### config.mk
export PLATFORM = sky130hd
export DESIGN_NAME = dbus_arbiter_ic
export DESIGN_NICKNAME = d
export VERILOG_FILES = /design/src/rtl/dbus_arbiter_ic.sv
export SDC_FILE = /design/constraint.sdc
export NUM_CORES = 1
export LEC_CHECK = 0
export CAP_MARGIN = 20
export CORE_AREA = 2 2 148 150
export DETAILED_ROUTE_END_ITERATION = 10
export DIE_AREA = 0 0 150 152
export GPL_TIMING_DRIVEN = 0
export PLACE_DENSITY = 0.73
export SLEW_MARGIN = 15
export SYNTH_ARGS = -nofsm -noshare
export SYNTH_HDL_FRONTEND = slang
export SYNTH_SLANG_ARGS = --single-unit
### constraint.sdc
create_clock -name clk -period 9.95 [get_ports clk]
set_clock_uncertainty 0.2 [all_clocks]
set_input_delay 2.985 -clock clk [delete_from_list [all_inputs] [get_ports clk]]
set_output_delay 2.985 -clock clk [all_outputs]
set_load 0.02 [all_outputs]
### src/rtl/dbus_arbiter_ic.sv
// Round-robin D-bus arbiter/interconnect: N masters share one transaction path to N address-decoded slaves.
// Optional DBUS_IC_TIMEOUT_EN adds a stall watchdog that error-completes a transaction if the selected slave never acks.
module dbus_arbiter_ic #(
  parameter int N_MASTERS      = 2,
  parameter int N_SLAVES       = 4,
  parameter int DATA_W         = 32,
  parameter int TIMEOUT_CYCLES = 16,
  parameter logic [N_SLAVES*32-1:0] SLAVE_BASE = '0,
  parameter logic [N_SLAVES*32-1:0] SLAVE_MASK = '0
) (
  input  logic                       clk,
  input  logic                       rst,
  input  logic [N_MASTERS-1:0]       m_req,
  input  logic [N_MASTERS-1:0]       m_we,
  input  logic [N_MASTERS*32-1:0]    m_addr,
  input  logic [N_MASTERS*DATA_W-1:0] m_wdata,
  input  logic [N_MASTERS*DATA_W/8-1:0] m_wstrb,
  output logic [N_MASTERS-1:0]       m_ack,
  output logic [N_MASTERS-1:0]       m_err,
  output logic [DATA_W-1:0]          m_rdata,
  output logic [N_SLAVES-1:0]        s_sel,
  output logic                       s_we,
  output logic [31:0]                s_addr,
  output logic [DATA_W-1:0]          s_wdata,
  output logic [DATA_W/8-1:0]        s_wstrb,
  input  logic [N_SLAVES-1:0]        s_ack,
  input  logic [N_SLAVES*DATA_W-1:0] s_rdata,
  output logic                       busy,
  output logic [1:0]                 dbg_state
);

  // Handshake: a master raises m_req and holds it with stable payload until m_ack;
  // m_ack is a one-cycle pulse, m_err and m_rdata are meaningful only while m_ack is high.
  localparam int MI_W   = (N_MASTERS > 1) ? $clog2(N_MASTERS) : 1;
  localparam int SI_W   = (N_SLAVES > 1) ? $clog2(N_SLAVES) : 1;
  localparam int STRB_W = DATA_W / 8;

  typedef enum logic [1:0] {IDLE = 2'd0, ADDR = 2'd1, RESP = 2'd2} state_t;

  state_t              state_q, state_d;
  logic [MI_W-1:0]     last_q, grant_q;
  logic                we_q, err_q;
  logic [31:0]         addr_q;
  logic [DATA_W-1:0]   wdata_q, rdata_q;
  logic [STRB_W-1:0]   wstrb_q;
  logic [SI_W-1:0]     sel_q;

  logic [MI_W-1:0]     pick, pick_hi, pick_lo;
  logic                hi_vld, lo_vld;
  logic                pick_we;
  logic [31:0]         pick_addr;
  logic [DATA_W-1:0]   pick_wdata;
  logic [STRB_W-1:0]   pick_wstrb;
  logic [SI_W-1:0]     dec_idx;
  logic                dec_hit;
  logic                sel_ack;
  logic [DATA_W-1:0]   sel_rdata;
  logic                tmo_hit;

  // Round robin: lowest requester above last grant, else lowest requester overall.
  always_comb begin
    pick_hi = '0;
    pick_lo = '0;
    hi_vld  = 1'b0;
    lo_vld  = 1'b0;
    for (int i = N_MASTERS - 1; i >= 0; i--) begin
      if (m_req[i]) begin
        pick_lo = MI_W'(i);
        lo_vld  = 1'b1;
        if (i > int'(last_q)) begin
          pick_hi = MI_W'(i);
          hi_vld  = 1'b1;
        end
      end
    end
    pick = hi_vld ? pick_hi : pick_lo;
  end

  always_comb begin
    pick_we    = 1'b0;
    pick_addr  = '0;
    pick_wdata = '0;
    pick_wstrb = '0;
    for (int i = 0; i < N_MASTERS; i++) begin
      if (pick == MI_W'(i)) begin
        pick_we    = m_we[i];
        pick_addr  = m_addr[i*32 +: 32];
        pick_wdata = m_wdata[i*DATA_W +: DATA_W];
        pick_wstrb = m_wstrb[i*STRB_W +: STRB_W];
      end
    end
  end

  // Descending scan so the lowest-index hit is the one that sticks.
  always_comb begin
    dec_idx = '0;
    dec_hit = 1'b0;
    for (int i = N_SLAVES - 1; i >= 0; i--) begin
      if ((pick_addr & SLAVE_MASK[i*32 +: 32]) == SLAVE_BASE[i*32 +: 32]) begin
        dec_idx = SI_W'(i);
        dec_hit = 1'b1;
      end
    end
  end

  always_comb begin
    sel_ack   = 1'b0;
    sel_rdata = '0;
    for (int i = 0; i < N_SLAVES; i++) begin
      if (sel_q == SI_W'(i)) begin
        sel_ack   = s_ack[i];
        sel_rdata = s_rdata[i*DATA_W +: DATA_W];
      end
    end
  end

`ifdef DBUS_IC_TIMEOUT_EN
  localparam int CNT_W = $clog2(TIMEOUT_CYCLES + 1);
  logic [CNT_W-1:0] tmo_cnt;

  always_ff @(posedge clk or posedge rst) begin
    if (rst) begin
      tmo_cnt <= '0;
    end else if (state_q == ADDR) begin
      tmo_cnt <= tmo_cnt + 1'b1;
    end else begin
      tmo_cnt <= '0;
    end
  end

  assign tmo_hit = (state_q == ADDR) && (tmo_cnt == CNT_W'(TIMEOUT_CYCLES - 1));
`else
  assign tmo_hit = 1'b0;
`endif

  always_comb begin
    state_d = state_q;
    case (state_q)
      IDLE: if (lo_vld) state_d = dec_hit ? ADDR : RESP;
      ADDR: if (sel_ack || tmo_hit) state_d = RESP;
      RESP: state_d = IDLE;
      default: state_d = IDLE;
    endcase
  end

  always_ff @(posedge clk or posedge rst) begin
    if (rst) begin
      state_q <= IDLE;
      last_q  <= MI_W'(N_MASTERS - 1);
      grant_q <= '0;
      we_q    <= 1'b0;
      err_q   <= 1'b0;
      addr_q  <= '0;
      wdata_q <= '0;
      wstrb_q <= '0;
      sel_q   <= '0;
      rdata_q <= '0;
    end else begin
      state_q <= state_d;
      if (state_q == IDLE && lo_vld) begin
        grant_q <= pick;
        last_q  <= pick;
        we_q    <= pick_we;
        addr_q  <= pick_addr;
        wdata_q <= pick_wdata;
        wstrb_q <= pick_wstrb;
        sel_q   <= dec_idx;
        err_q   <= ~dec_hit;
      end else if (state_q == ADDR) begin
        if (sel_ack) begin
          rdata_q <= sel_rdata;
        end else if (tmo_hit) begin
          rdata_q <= '0;
          err_q   <= 1'b1;
        end
      end
    end
  end

  always_comb begin
    s_sel = '0;
    for (int i = 0; i < N_SLAVES; i++) begin
      s_sel[i] = (state_q == ADDR) && (sel_q == SI_W'(i));
    end
    m_ack = '0;
    m_err = '0;
    for (int i = 0; i < N_MASTERS; i++) begin
      m_ack[i] = (state_q == RESP) && (grant_q == MI_W'(i));
      m_err[i] = (state_q == RESP) && (grant_q == MI_W'(i)) && err_q;
    end
  end

  assign s_we      = (state_q == ADDR) && we_q;
  assign s_addr    = (state_q == ADDR) ? addr_q  : '0;
  assign s_wdata   = (state_q == ADDR) ? wdata_q : '0;
  assign s_wstrb   = (state_q == ADDR) ? wstrb_q : '0;
  assign m_rdata   = (state_q == RESP && !we_q && !err_q) ? rdata_q : '0;
  assign busy      = (state_q != IDLE);
  assign dbg_state = state_q;

endmodule

==> results.tsv, run 1 <==
stage	metric	value	unit
grt	grt_pass1_wl	25200	µm
power	total_power	2.38	mW
hold_path	hold_end	rdata_q[25]	
run	drv_cap	0	
critical_path	setup.worst_path.start	dbg_state[1]	
routing	vias_per_cell	4.16	
routing	num_vias	4207	
power	p_per_area	257	nW/µm²
cts	clock_path_buffers	2	
finish	fin_cells	1011	
synthesis	synthArstFlopShare	100	%
timing	setup_ws	4.35	ns
finish	synthToLayoutAreaGrowth	61.3	%
finish	fin_area	9270	µm²
cts	root_buffer	clkbuf_16	
cts	cts.sinks	105	
synthesis	synth.avg_cell_area	13.4	µm²
critical_path	end_kind	primary output	
cts	holdBufCountCts	0	
placement	place_congestion	0.752	
timing	fin_crit	5.60	ns
cts	h-tree-depth	3	
cts	cts.clk_slew.worst_paths	0.07	ns
placement	dp_hpwl	12800	µm
finish	fin_util	43.4	%
timing	slew_headroom	40.5	%
critical_path	rrSetupSlack	7.87	ns
hold_path	hold_depth	1	
routing	ant_nets	0	
cts	cts_made_buffers	9	
synthesis	synth_flop_cell	dfrtp_1	
outcome	status	complete, no violations	
power	p_leak	3.94	nW
cts	cts_tree	done	
critical_path	worstSetupPathType	register to primary output	
critical_path	critPathArrivalTime	2.42	ns
grt	track_usage	14.4	%
finish	diodes	0	
routing	drtIter0Drc	97	
routing	dr.pass1.iters	4	
power	ir_drop	0.0959	mV
synthesis	yosys_warnings	0	
floorplan	initial_core_util	26.9	%
synthesis	synth_cell_types	21	
floorplan	row_count	54	
floorplan	dieArea	22800	µm²
cts	postCtsResizedCells	0	
critical_path	r2r-start	dbg_state[1]	
floorplan	design.portCount	386	
floorplan	die_w	150	µm
routing	wl_per_cell	16.1	µm
critical_path	required	6.77	ns
cts	insertion_delay	0.35	ns
timing	whs	0.282	ns
synthesis	synthCells	429	
placement	pre_cts_slack	4.52	ns
critical_path	r2r.worst_path.cells	4	
timing	setup-tns-final	0	ns
floorplan	core	21400	µm²
synthesis	synth.top_cells.by_area	dfrtp_1, mux2_4, mux2_2	
synthesis	yosys.area.top_type	dfrtp_1	
routing	totalWireLength	16300	µm
synthesis	seq_area_frac_synth	45.8	%
timing	fin_crit_sh	56.3	%
placement	placed_cell_area	8960	µm²
cts	postCtsSetupBuffers	0	
timing	rsz0062_at_grt	false	
grt	grt_pass1_vias	4545	
grt	grt_max_degree	57	
routing	drc_errors	0	
grt	overflow	0	
synthesis	synth_top_area_share	45.3	%
hold_path	hp-class	register to register	
synthesis	syn_area	5750	µm²
critical_path	reg2reg_to	addr_q[25]	
placement	place_inst	995	
timing	fmax	178	MHz
placement	port_buffers	281	
timing	tightest_slew	0.887	ns
critical_path	cp_max_fo	10	
floorplan	dieHeight	152	µm
synthesis	synth_edf_count	0	
finish	fillers	2038	
finish	drive_gt1_share	24.8	%
finish	nNetsFinal	1000	
grt	grt_antenna_before_repair	0	
hold_path	hold_start	rdata_q[25]	
timing	drv_slew	0	
critical_path	critPathLaunchType	register	
synthesis	ys_ff_latch	105	
timing	hold_violations	0	
timing	setup_viol	0	
report_power, final:
part | leakage (nW) | switching [mW] | total [mW] | internal (mW)
registers | 1.23 | 0.0898 | 0.738 | 0.648
clock network | 0.150 | 0.169 | 0.374 | 0.205
logic | 2.56 | 0.580 | 1.27 | 0.691
total | 3.94 | 0.838 | 2.38 | 1.54
logic make-up (layout without fill, tap and decap cells):
| group | count (synthesis) | count (layout) | synth area share (%) |
|---|---|---|---|
| other | 1 | 5 | 0.0653 |
| flip-flops | 105 | 105 | 45.8 |
| buffers and inverters | 38 | 336 | 4.03 |
| multiplexers | 170 | 170 | 37.8 |
| AO/OA/AOI/OAI | 5 | 5 | 0.610 |
| AND/OR/NAND/NOR | 110 | 110 | 11.7 |
layout make-up:
| type | instances | area, µm² | share of cell area [%] |
|---|---|---|---|
| tap | 280 | 350 | 3.78 |
| timing repair buffer | 282 | 2840 | 30.6 |
| buffer | 34 | 216 | 2.34 |
| clock buffer | 10 | 239 | 2.58 |
| clock inverter | 6 | 72.6 | 0.783 |
| inverter | 4 | 20.0 | 0.216 |
| sequential | 105 | 2630 | 28.4 |
| multi-input combinational | 290 | 2900 | 31.3 |
cells in the mapped netlist, types with 2 or more instances:
cell type    n
mux2_4      69
nor2_1       4
buf_2       11
dfrtp_1    104
and2_1     101
inv_1        4
buf_4        6
buf_6        7
nand2b_1     2
mux2_2      69
mux2_1      32
clkbuf_1    10
nand2_1      2
cells in the final DEF (no fill, tap or decap):
cell,n
buf_2,11
mux2_4,69
a21bo_1,1
buf_6,7
and2_1,101
nor2_1,4
a31oi_1,1
clkinvlp_4,1
nor2b_1,1
mux2_2,69
o2bb2ai_1,1
inv_1,3
bufinv_16,1
a21oi_1,1
conb_1,5
mux2_1,32
dfrtp_1,104
clkinv_4,2
clkbuf_16,9
clkbuf_8,1
nand2b_1,2
buf_4,6
dfstp_2,1
inv_6,3
clkbuf_1,10
buf_16,1
o21ai_1,1
nand2_1,2
clkdlybuf4s50_1,281
worst max path at each step:
stage / endpoint / slack (ns) / depth (start not counted)
final: s_we / 4.35 / 5
after detailed placement: addr_q[25] / 4.52 / 4
after floorplan: addr_q[0] / 4.01 / 1
after global routing: m_rdata[23] / 4.16 / 5
after CTS: s_we / 4.23 / 5
after global placement: wstrb_q[0] / 2.12 / 2
registers in the layout (all words and copies together), names as in the netlist:
name	cells
we_q	1
wdata_q	32
wstrb_q	4
grant_q	1
rdata_q	32
dbg_state	2
last_q	1
addr_q	32
critical path: stages, from the launching register on:
cell,delay [ns]
dfrtp_1,0.41
nor2b_1,0.10
buf_2,0.25
clkbuf_1,0.45
and2_1,0.22
clkdlybuf4s50_1,0.63
metal layers:
metal	up-vias	part of all wire, %	global-route usage, %	wire, µm
li1	2039	-	-	-
met1	1979	39	16.6	6360
met2	180	51	25.6	8310
met3	9	8.9	4.77	1440
met4	0	1.0	3.55	163
met5	-	0	0	0
Power figures use the tool's default switching activity.
==> run 2, diff against run 1 <==
--- a/config.mk
+++ b/config.mk
@@ -6,9 +6,9 @@
 export NUM_CORES = 1
 export LEC_CHECK = 0
 export CAP_MARGIN = 20
-export CORE_AREA = 2 2 148 150
+export CORE_AREA = 2 2 152 154
 export DETAILED_ROUTE_END_ITERATION = 10
-export DIE_AREA = 0 0 150 152
+export DIE_AREA = 0 0 154 156
 export GPL_TIMING_DRIVEN = 0
 export PLACE_DENSITY = 0.73
 export SLEW_MARGIN = 15
==> constraint.sdc (replaced) <==
create_clock -name clk -period 5.1 [get_ports clk]
set_clock_uncertainty 0.2 [all_clocks]
set_input_delay 1.53 -clock clk [delete_from_list [all_inputs] [get_ports clk]]
set_output_delay 1.53 -clock clk [all_outputs]
set_load 0.02 [all_outputs]
==> results.tsv, run 2 (synthesized netlist as in run 1, its figures left out) <==
stage	metric	value	unit	change
power	total_switching_power	1.63	mW	+95%
routing	ant_nets	0		unchanged
routing	num_vias	4251		+1.0%
critical_path	critPathLaunchType	register		
hold_path	hp-class	register to register		
power	seqPwrFrac	31.3	%	+0.3 points
critical_path	end_kind	primary output		
timing	rsz0062_at_grt	false		
timing	fin_crit	4.13	ns	
finish	seqCellArea	2630	µm²	unchanged
routing	wl_met3	1230	µm	-15%
cts	insertion_delay	0.35	ns	about the same
routing	dr.pass1.iters	4		unchanged
timing	hold_violations	0		unchanged
floorplan	row_count	55		+1.9%
finish	fillers	2137		+4.9%
power	combPwrFrac	53.9	%	+0.6 points
grt	grt_max_degree	67		+18%
floorplan	dieArea	24000	µm²	+5.4%
placement	port_buffers	281		unchanged
critical_path	required	3.37	ns	-3.40 ns
timing	drv_slew	0		unchanged
run	drv_cap	0		unchanged
routing	vias_per_cell	4.19		+0.65%
routing	top_layer	met4		
placement	place_congestion	0.733		-2.5%
critical_path	cp_max_fo	10		unchanged
finish	nNetsFinal	1000		unchanged
timing	tightest_slew	0.843	ns	-0.0432 ns
floorplan	initial_core_util	25.7	%	-1.2 points
timing	fmax	242	MHz	
power	power_frac_clock	14.8	%	-0.9 points
power	p_leak	3.93	nW	-0.37%
finish	multiInputGateArea	2900	µm²	unchanged
floorplan	core	22400	µm²	+4.8%
finish	fin_util	41.3	%	-2.1 points
routing	wl_met2	8440	µm	+1.6%
timing	slew_headroom	43.4	%	+2.9 points
finish	layout_commonest_cell	clkdlybuf4s50_1		
timing	fin_crit_sh	80.9	%	
cts	postCtsSetupBuffers	0		unchanged
grt	grt_antenna_before_repair	0		unchanged
placement	dp_hpwl	13000	µm	+1.8%
grt	track_usage	13.7	%	-0.73 points
critical_path	critPathArrivalTime	2.40	ns	-0.02 ns
power	ir_drop	0.172	mV	+79%
grt	grt_pass1_vias	4483		-1.4%
floorplan	dieHeight	156	µm	+2.6%
routing	drc_errors	0		unchanged
cts	cts.clk_slew.worst_paths	0.07	ns	about the same
critical_path	cpMaxStageDelayCell	clkdlybuf4s50_1		
finish	reg_top3	addr_q: 32 flops, rdata_q: 32 flops, wdata_q: 32 flops		
routing	wl_per_cell	16.3	µm	+1.2%
cts	cts_made_buffers	9		unchanged
timing	setup_viol	0		unchanged
power	internal-power	2.97	mW	+92%
cts	clock_path_buffers	2		unchanged
critical_path	crit_chain	nor2b_1 -> buf_2 -> clkbuf_1 -> and2_1 -> clkdlybuf4s50_1		
floorplan	design.portCount	386		unchanged
cts	cts.sinks	105		unchanged
power	p_per_area	498	nW/µm²	+94%
cts	postCtsResizedCells	0		unchanged
finish	diodes	0		unchanged
critical_path	critPathMaxStageDelay	0.63	ns	about the same
routing	m1WireLength	6670	µm	+4.9%
power	p_sw_share	35.4	%	+0.24 points
cts	h-tree-depth	3		unchanged
routing	drtIter0Drc	92		-5.2%
critical_path	worstSetupPathType	register to primary output		
cts	cts_tree	done		
floorplan	die_w	154	µm	+2.7%
grt	overflow	0		unchanged
timing	whs	0.283	ns	+0.00137 ns
routing	totalWireLength	16500	µm	+1.6%
finish	layout_common_cells	clkdlybuf4s50_1, dfrtp_1, and2_1		
outcome	status	complete, no violations		
power	total_power	4.60	mW	+93%
finish	drive_gt1_share	24.5	%	-0.24 points
cts	holdBufCountCts	0		unchanged
finish	synthToLayoutAreaGrowth	60.9	%	
cts	root_buffer	clkbuf_16		
grt	grt_pass1_wl	25100	µm	-0.36%
[run 2: cell type report]
class                      instances  area share (%)
clock buffer                      12            2.77
sequential                       105            28.4
buffer                            34            2.34
tap                              285            3.86
multi-input combinational        290            31.4
timing repair buffer             282            30.7
inverter                           4           0.217
clock inverter                     3           0.271
[run 2: worst max-delay path: cells and delay by family (launching register included)]
family                 cells  cell delay, ns
buffers and inverters      3            1.30
DFF                        1            0.41
and+or+nand+nor            2            0.33
[run 2: power groups by stage]
| stage | combinational, mW | sequential, mW | clock (mW) |
|---|---|---|---|
| 5_1_grt | 2.66 | 1.50 | 0.742 |
| 6_report | 2.48 | 1.44 | 0.679 |
| 3_3_place_gp | 2.50 | 1.44 | 0 |
| 4_1_cts | 2.54 | 1.45 | 0.705 |
| 3_5_place_dp | 2.53 | 1.46 | 0 |
| 2_1_floorplan | 1.49 | 1.41 | 0 |
[run 2: final timing paths]
check | to | from | slack, ns | depth (start not counted)
max reg2reg | wstrb_q[0] | dbg_state[1] | 3.02 | 4
min reg2reg | rdata_q[0] | rdata_q[0] | 0.28 | 1
max in group asynchronous | last_q | rst | 2.57 | 3
min in group asynchronous | addr_q[21] | rst | 1.46 | 2
max | s_wstrb[3] | dbg_state[1] | 0.97 | 5
min | rdata_q[0] | rdata_q[0] | 0.28 | 1
[run 2: metal layers]
layer | up-vias | global-route usage, %
met5 | - | 0
met4 | 0 | 3.38
met3 | 11 | 4.31
met2 | 188 | 25.0
met1 | 2014 | 15.6
li1 | 2038 | -
[run 2: metrics by stage]
step                      setup TNS (ns)  std cells  instance area [µm²]  setup WS (ns)
after floorplan                        0        433                 5760          0.611
after detailed placement               0       1000                 8960           1.12
final                                  0       1015                 9240          0.973
after CTS                              0       1015                 9240          0.858
after global routing                   0       1015                 9240          0.781
after global placement           -132.10        999                 8930          -1.28
==> run 3, diff against run 2 <==
--- a/config.mk
+++ b/config.mk
@@ -6,11 +6,11 @@
 export NUM_CORES = 1
 export LEC_CHECK = 0
 export CAP_MARGIN = 20
-export CORE_AREA = 2 2 152 154
+export CORE_AREA = 2 2 150 152
 export DETAILED_ROUTE_END_ITERATION = 10
-export DIE_AREA = 0 0 154 156
+export DIE_AREA = 0 0 152 154
 export GPL_TIMING_DRIVEN = 0
-export PLACE_DENSITY = 0.73
+export PLACE_DENSITY = 0.72
 export SLEW_MARGIN = 15
 export SYNTH_ARGS = -nofsm -noshare
 export SYNTH_HDL_FRONTEND = slang
==> constraint.sdc (replaced) <==
create_clock -name clk -period 4.3 [get_ports clk]
set_clock_uncertainty 0.2 [all_clocks]
set_input_delay 1.29 -clock clk [delete_from_list [all_inputs] [get_ports clk]]
set_output_delay 1.29 -clock clk [all_outputs]
set_load 0.02 [all_outputs]
==> results.tsv, run 3 (synthesized netlist as in run 1, its figures left out) <==
stage	metric	value	unit	change
cts	cts.clk_slew.worst_paths	0.07	ns	about the same
power	seqPwrFrac	31.0	%	-0.3 points
cts	postCtsResizedCells	0		unchanged
hold_path	hp-class	register to register		
grt	grt_antenna_before_repair	0		unchanged
power	p_sw_share	35.3	%	-0.13 points
critical_path	rrSetupSlack	2.24	ns	-0.78 ns
cts	h-tree-depth	3		unchanged
floorplan	design.portCount	386		unchanged
grt	grt_max_degree	54		-19%
grt	track_usage	14.6	%	+0.86 points
critical_path	end_kind	primary output		
timing	whs	0.281	ns	-0.00224 ns
power	combPwrFrac	53.5	%	-0.4 points
cts	holdBufCountCts	0		unchanged
critical_path	critPathMaxStageDelay	0.62	ns	about the same
floorplan	row_count	54		-1.8%
routing	dr.pass1.iters	4		unchanged
timing	slew_headroom	49.8	%	+6.4 points
timing	hold_violations	0		unchanged
timing	fin_crit_sh	91.4	%	
grt	grt_pass1_vias	4655		+3.8%
hold_path	hold_start	rdata_q[30]		
timing	setup-tns-final	0	ns	unchanged
power	ir_drop	0.220	mV	+28%
finish	fin_cells	1011		-0.39%
timing	setup_viol	0		unchanged
power	p_leak	3.94	nW	+0.30%
critical_path	critPathLaunchType	register		
critical_path	cpMaxStageDelayCell	clkdlybuf4s50_1		
cts	postCtsSetupBuffers	0		unchanged
hold_path	hold_end	rdata_q[30]		
routing	vias_per_cell	4.25		+1.4%
placement	dp_hpwl	13100	µm	+0.59%
critical_path	crit_chain	nor2b_1 -> buf_2 -> clkbuf_1 -> and2_1 -> clkdlybuf4s50_1		
critical_path	required	2.81	ns	-0.56 ns
timing	rsz0062_at_grt	false		
finish	fillers	2072		-3.0%
critical_path	r2r.worst_path.cells	4		unchanged
critical_path	crit_buf_inv	3		unchanged
placement	port_buffers	281		unchanged
critical_path	cp_max_fo	10		unchanged
placement	place_inst	995		-0.50%
cts	insertion_delay	0.35	ns	about the same
finish	layout_commonest_cell	clkdlybuf4s50_1		
finish	nNetsFinal	1000		unchanged
power	total_power	5.52	mW	+20%
finish	diodes	0		unchanged
grt	grt_pass1_wl	26300	µm	+4.8%
power	internal-power	3.57	mW	+20%
timing	tightest_slew	0.748	ns	-0.0952 ns
cts	cts.sinks	105		unchanged
floorplan	dieHeight	154	µm	-1.3%
critical_path	reg2reg_to	addr_q[30]		
floorplan	initial_core_util	26.5	%	+0.80 points
finish	drive_gt1_share	24.8	%	+0.24 points
finish	layout_common_cells	clkdlybuf4s50_1, dfrtp_1, and2_1		
floorplan	dieArea	23400	µm²	-2.6%
finish	synthToLayoutAreaGrowth	61.3	%	
routing	wl_per_cell	16.5	µm	+1.6%
routing	totalWireLength	16700	µm	+1.2%
routing	drc_errors	0		unchanged
timing	drv_slew	0		unchanged
critical_path	r2r-start	dbg_state[1]		
critical_path	critPathArrivalTime	2.44	ns	+0.04 ns
critical_path	setup.worst_path.start	dbg_state[1]		
run	drv_cap	0		unchanged
placement	place_congestion	0.722		-1.6%
power	p_per_area	596	nW/µm²	+20%
finish	reg_top3	addr_q: 32 flops, rdata_q: 32 flops, wdata_q: 32 flops		
cts	clock_path_buffers	2		unchanged
cts	root_buffer	clkbuf_16		
timing	fmax	254	MHz	
critical_path	crit_family	buffers and inverters		
routing	drtIter0Drc	120		+30%
cts	cts_tree	done		
finish	fin_util	42.7	%	+1.4 points
power	power_frac_clock	15.6	%	+0.8 points
critical_path	worstSetupPathType	register to primary output		
hold_path	hold_depth	1		unchanged
cts	cts_made_buffers	9		unchanged
routing	ant_nets	0		unchanged
outcome	status	complete, no violations		
grt	overflow	0		unchanged
floorplan	core	21700	µm²	-3.0%
floorplan	die_w	152	µm	-1.3%
timing	fin_crit	3.93	ns	
power	total_switching_power	1.95	mW	+20%
routing	num_vias	4292		+0.96%
[run 3: cell count changes in the layout (fill, tap and decap cells not counted), sizes merged]
cell      previous run  this run
clkbuf              22        20
bufinv               0         1
clkinvlp             1         2
inv                  5         6
[run 3: metrics by stage]
step           setup WS, ns  instance area [µm²]
2_1_floorplan        0.0511                 5760
3_3_place_gp          -1.79                 8920
3_5_place_dp          0.606                 8960
4_1_cts               0.217                 9270
5_1_grt               0.171                 9270
6_report              0.370                 9270
[run 3: worst max-delay path by stage]
stage / endpoint / cells past startpoint
after floorplan: addr_q[0] / 1
after global placement: addr_q[25] / 2
after detailed placement: s_addr[24] / 5
after CTS: s_addr[24] / 5
after global routing: s_addr[20] / 5
final: s_wstrb[3] / 5
[run 3: layer usage]
metal	global-route usage, %	part of all wire [%]	vias to the layer above
li1	-	-	2043
met4	4.85	1.7	0
met1	16.8	41	2046
met2	25.9	50	187
met3	4.26	7.0	16
met5	0	0	-
[run 3: power by group through the flow]
stage | Combinational (mW) | Sequential (mW) | Clock (mW)
finish | 2.95 | 1.71 | 0.861
global route | 3.18 | 1.78 | 0.945
CTS | 3.02 | 1.72 | 0.902
detailed placement | 3.00 | 1.74 | 0
global placement | 2.97 | 1.71 | 0
floorplan | 1.77 | 1.67 | 0
[run 3: final cells by class]
class / instances / area (µm²) / area share, %
tap: 280 / 350 / 3.78
clock inverter: 6 / 73.8 / 0.796
timing repair buffer: 282 / 2840 / 30.6
multi-input combinational: 290 / 2900 / 31.3
inverter: 4 / 20.0 / 0.216
clock buffer: 10 / 239 / 2.58
sequential: 105 / 2630 / 28.4
buffer: 34 / 216 / 2.34
